## config.mk

```make
export PLATFORM = sky130hd
export DESIGN_NAME = pulse_meter
export DESIGN_NICKNAME = d
export VERILOG_FILES = /design/src/rtl/pulse_meter.sv
export SDC_FILE = /design/constraint.sdc
export NUM_CORES = 1
export LEC_CHECK = 0
export CORE_ASPECT_RATIO = 1.75
export CORE_UTILIZATION = 50
export CTS_BUF_LIST = sky130_fd_sc_hd__clkbuf_4 sky130_fd_sc_hd__clkbuf_8 sky130_fd_sc_hd__clkbuf_16
export DETAILED_ROUTE_END_ITERATION = 7
export PLACE_DENSITY = 0.72
export SETUP_SLACK_MARGIN = 0.3
export SYNTH_ARGS = -nofsm -noshare
export SYNTH_HDL_FRONTEND = slang
export SYNTH_SLANG_ARGS = --single-unit
```

## constraint.sdc

```tcl
create_clock -name clock -period 2.6 [get_ports clock]
set_input_delay 0.52 -clock clock [delete_from_list [all_inputs] [get_ports clock]]
set_output_delay 0.52 -clock clock [all_outputs]
set_load 0.005 [all_outputs]
```

## src/rtl/pulse_meter.sv

```systemverilog
// pulse_meter
//   Measures a pulse train in clock cycles. For every complete period it
//   publishes the high width and the rise-to-rise period together with a
//   one-cycle valid strobe. signal_in may be asynchronous; it passes through
//   a synchroniser chain before any edge detection.
//
// Parameters
//   CNT_W        width of the accumulators and result outputs
//   SYNC_STAGES  number of synchroniser flops on signal_in (2 or more)
//
// Ports
//   clock       rising-edge clock for all state
//   reset_n     asynchronous active-low reset
//   signal_in   pulse train to measure
//   enable      1 = measure, 0 = abort the current period and hold results
//   high_cnt    high width of the last complete period
//   period_cnt  rise-to-rise period of the last complete period
//   valid       one-cycle strobe when the results above were just updated
//   overflow    the last published measurement saturated
module pulse_meter #(
  parameter int CNT_W       = 8,
  parameter int SYNC_STAGES = 2
) (
  input  logic             clock,
  input  logic             reset_n,
  input  logic             signal_in,
  input  logic             enable,
  output logic [CNT_W-1:0] high_cnt,
  output logic [CNT_W-1:0] period_cnt,
  output logic             valid,
  output logic             overflow
);

  localparam logic [CNT_W-1:0] CNT_MAX = '1;
  localparam logic [CNT_W-1:0] CNT_ONE = {{(CNT_W-1){1'b0}}, 1'b1};

  typedef enum logic [1:0] {
    IDLE = 2'd0,
    HIGH = 2'd1,
    LOW  = 2'd2
  } state_t;

  logic [SYNC_STAGES-1:0] sync_q;
  logic                   s;
  logic                   s_d;
  logic                   rise;
  logic                   fall;

  state_t           state;
  state_t           state_nxt;
  logic [CNT_W-1:0] hacc;
  logic [CNT_W-1:0] hacc_nxt;
  logic [CNT_W-1:0] pacc;
  logic [CNT_W-1:0] pacc_nxt;
  logic             sat;
  logic             sat_nxt;
  logic             publish;
  logic             h_at_max;
  logic             p_at_max;

  // Synchroniser chain; bit 0 is the metastability-exposed flop, the top
  // bit is the clean sampled level. s_d holds it one more cycle so that
  // edges can be detected without an extra cycle of latency.
  always_ff @(posedge clock or negedge reset_n) begin
    if (!reset_n) begin
      sync_q <= '0;
      s_d    <= 1'b0;
    end else begin
      sync_q <= {sync_q[SYNC_STAGES-2:0], signal_in};
      s_d    <= sync_q[SYNC_STAGES-1];
    end
  end

  assign s    = sync_q[SYNC_STAGES-1];
  assign rise = s & ~s_d;
  assign fall = ~s & s_d;

  assign h_at_max = (hacc == CNT_MAX);
  assign p_at_max = (pacc == CNT_MAX);

  // State and accumulator registers.
  always_ff @(posedge clock or negedge reset_n) begin
    if (!reset_n) begin
      state <= IDLE;
      hacc  <= '0;
      pacc  <= '0;
      sat   <= 1'b0;
    end else begin
      state <= state_nxt;
      hacc  <= hacc_nxt;
      pacc  <= pacc_nxt;
      sat   <= sat_nxt;
    end
  end

  // Next-state logic. The rising edge that closes a period is also cycle 1
  // of the next one, so accumulators restart at 1 rather than 0. An
  // increment attempted at the maximum value holds the count and marks the
  // measurement as saturated. Dropping enable overrides everything,
  // including a publish on the same cycle.
  always_comb begin
    state_nxt = state;
    hacc_nxt  = hacc;
    pacc_nxt  = pacc;
    sat_nxt   = sat;
    publish   = 1'b0;

    if (!enable) begin
      state_nxt = IDLE;
      hacc_nxt  = '0;
      pacc_nxt  = '0;
      sat_nxt   = 1'b0;
    end else begin
      case (state)
        IDLE: begin
          if (rise) begin
            state_nxt = HIGH;
            hacc_nxt  = CNT_ONE;
            pacc_nxt  = CNT_ONE;
            sat_nxt   = 1'b0;
          end
        end

        HIGH: begin
          pacc_nxt = p_at_max ? pacc : pacc + CNT_ONE;
          if (s && !h_at_max) begin
            hacc_nxt = hacc + CNT_ONE;
          end
          sat_nxt = sat | p_at_max | (s & h_at_max);
          if (fall) begin
            state_nxt = LOW;
          end
        end

        LOW: begin
          if (rise) begin
            publish   = 1'b1;
            state_nxt = HIGH;
            hacc_nxt  = CNT_ONE;
            pacc_nxt  = CNT_ONE;
            sat_nxt   = 1'b0;
          end else begin
            pacc_nxt = p_at_max ? pacc : pacc + CNT_ONE;
            sat_nxt  = sat | p_at_max;
          end
        end

        default: begin
          state_nxt = IDLE;
          hacc_nxt  = '0;
          pacc_nxt  = '0;
          sat_nxt   = 1'b0;
        end
      endcase
    end
  end

  // Result registers: loaded only on a publish, so they keep the last
  // complete measurement across aborts and idle periods.
  always_ff @(posedge clock or negedge reset_n) begin
    if (!reset_n) begin
      high_cnt   <= '0;
      period_cnt <= '0;
      overflow   <= 1'b0;
      valid      <= 1'b0;
    end else begin
      valid <= publish;
      if (publish) begin
        high_cnt   <= hacc;
        period_cnt <= pacc;
        overflow   <= sat;
      end
    end
  end

endmodule

```

==> reports/qor.txt <==
Outcome = completed
DRT antenna net count = 0
Setup TNS Final = 0 ps
Highest net fanout along the worst path = 12
Reg-to-Reg Start = hacc[0]
Clock Root Buffer = clkbuf_8
Period utilisation layout = 78.4%
Initial antenna violation count = 0
CP top delay family = buffers and inverters
Max cap viols = 0
Final antenna diode count = 0
Pwr dens = 562 nW/µm²
Crit path buffers/inverters = 1
H-tree levels = 2
Total grt overflow = 0
HPWL after detailed placement = 2980 µm
RR Endpoint = hacc[0]
Initial Util = 53.3%
Post-DR vias/cell = 5.95
Worst rel slew slack = 41.5%
Mapped Cells = 185
GR Util All Layers = 21.9%
Synthesized flop and latch total = 40
Peak Freq = 491 MHz
Synth area leader = dfrtp_1
WP data required = 2830 ps
Slew @ Worst Pin = 878 ps
R2R depth = 5
Layout overhead on the synthesized area = 18.1%
First-pass GRT wire length = 7010 µm
Register area share after synthesis = 50.8%
Final-report hold violation count = 0
DRT iter0 DRCs = 59
WL per Instance = 16.0 µm
Total power = 1.31 mW
Setup repair after global routing missed its margin = false
Final core utilization = 62.9%
Nets@finish = 220
Skew final = 7.63 ps
Hold WS = 344 ps
CTS Buf Count = 5
Finish-stage setup viols = 0
Final RePlAce weighted congestion = 0.958
Floorplan Core Area = 3700 µm²
Post-synth EDFFs = 0
Leading post-synthesis cells by cell area = dfrtp_1 51%, mux2_2 8.0%, ha_1 3.8%
CTS tree = built
Warnings from Yosys = 0
Asr flop ratio synth = 100%
Fin crit period = 2040 ps
Synthesized net count = 195
R2r setup slk = 690 ps
Leak = 1.05 nW
CP Data Arrival Time = 2270 ps
Max Root-Sink Buffers = 2
Critical path class = in2reg
DIE AREA = 4210 µm²
Max VDD drop = 0.409 mV
Critical path's largest stage delay = 710 ps
Final worst setup slack = 563 ps
Critical Path Sink Type = register
Top FF cell, synth = dfrtp_1
Die X = 49.5 µm
Share of layout cells above drive strength 1 = 14.7%
Die Ht = 85.1 µm
Cell variety after synth = 46
Post-CTS setup buffers = 0
Startpoint types = input pin
Post-synthesis area per instance = 10.7 µm²
Fillers = 301
Critical-path cell list = clkdlybuf4s50_1, o21ai_1, or4_1, o21ai_0, a22o_1
Pin count of the biggest net entering global routing = 41
DRC violations left = 0
CTS Hold Bufs = 0
Ports = 22
Number of global-route vias before repair = 1545
Worst hold path type = in2async
Port buffer count = 21
Setup WS pre-CTS = 277 ps
Count of final max-slew check failures = 0
Rows = 29
Worst path slowest cell = clkdlybuf4s50_1
Pre-Repair DR Iteration Count = 4
Post-Route WL = 4100 µm
Worst-Skew Late Latency = 290 ps
CTS sink count = 40
Post_cts resized = 0
Clk slew on worst S/H paths = 80 ps
Share of Yosys cell area claimed by the top area cell type = 50.8%
Via count = 1530
Synthesized cell area = 1970 µm²
## power by group
group	switching, mW	internal [mW]	total (mW)
Sequential	0.0242	0.642	0.666
Clock	0.205	0.295	0.501
Combinational	0.0833	0.0592	0.143
## sequential cells by signal (all words and copies together), names as in the netlist
name        cells
hacc            8
high_cnt        8
pacc            8
period_cnt      8
state           2
sync_q          2
overflow        1
s_d             1
sat             1
valid           1
## layout by cell type, fill, tap and decap left out, types with 2 or more instances in the layout
cell,synthesis,routed
nor4_1,2,2
nand2b_1,3,3
dfrtp_1,40,40
nor2_1,13,13
ha_1,6,6
nand4_1,2,2
nand3_1,8,8
clkbuf_8,0,5
mux2_2,14,14
clkdlybuf4s50_1,0,20
a21oi_1,10,10
and2_1,2,2
mux2i_1,2,2
and3_1,4,4
or4_1,2,2
or3_1,3,3
o21ai_0,11,11
o22a_1,3,3
buf_4,2,3
nor3_1,6,6
nand2_1,11,11
a31oi_1,8,8
inv_1,7,7
## cell type report
cell class	count	area [µm²]	area share (%)
Sequential cell	40	1000	43.0
Clock buffer	6	76.3	3.28
Timing Repair Buffer	24	228	9.78
Inverter	7	26.3	1.13
Tap cell	46	57.6	2.47
Multi-Input combinational cell	132	905	38.9
Clock inverter	2	35.0	1.50
## worst max-delay path by stage
stage	slack (ps)	from	depth (start not counted)	end
2_1_floorplan	920	hacc[0]	5	hacc[0]
3_3_place_gp	360	enable	5	state[0]
3_5_place_dp	280	enable	5	state[0]
4_1_cts	580	enable	5	state[0]
5_1_grt	450	enable	5	state[0]
6_report	560	enable	5	state[0]
## metal layers
layer | global-route usage, % | routed length [µm]
met3 | 4.12 | 143
met2 | 39.2 | 2180
met1 | 24.0 | 1680
met5 | 0 | 0
met4 | 11.4 | 102
## synthesized netlist by cell type (4+ instances only)
library cell / number
a21oi_1: 10
a31oi_1: 8
and3_1: 4
dfrtp_1: 40
ha_1: 6
inv_1: 7
mux2_2: 14
nand2_1: 11
nand3_1: 8
nor2_1: 13
nor3_1: 6
o21ai_0: 11
## stage by stage
step / instance area (µm²) / std cells
6_report: 2330 / 257
5_1_grt: 2330 / 257
4_1_cts: 2330 / 257
3_5_place_dp: 2220 / 249
3_3_place_gp: 2220 / 249
2_1_floorplan: 1970 / 185
## kinds of logic (layout without fill, tap and decap cells)
kind of cell	Yosys count	after routing	synth area share, %
DFF	40	40	50.8
muxes	17	17	9.58
xor gates and xnor gates	1	1	0.444
buffers and inverters	13	39	3.36
AOI/OAI and AO/OA	47	47	16.2
adders and majority gates	6	6	3.81
and+or+nand+nor	61	61	15.9
(Power assumes the default switching activity.)
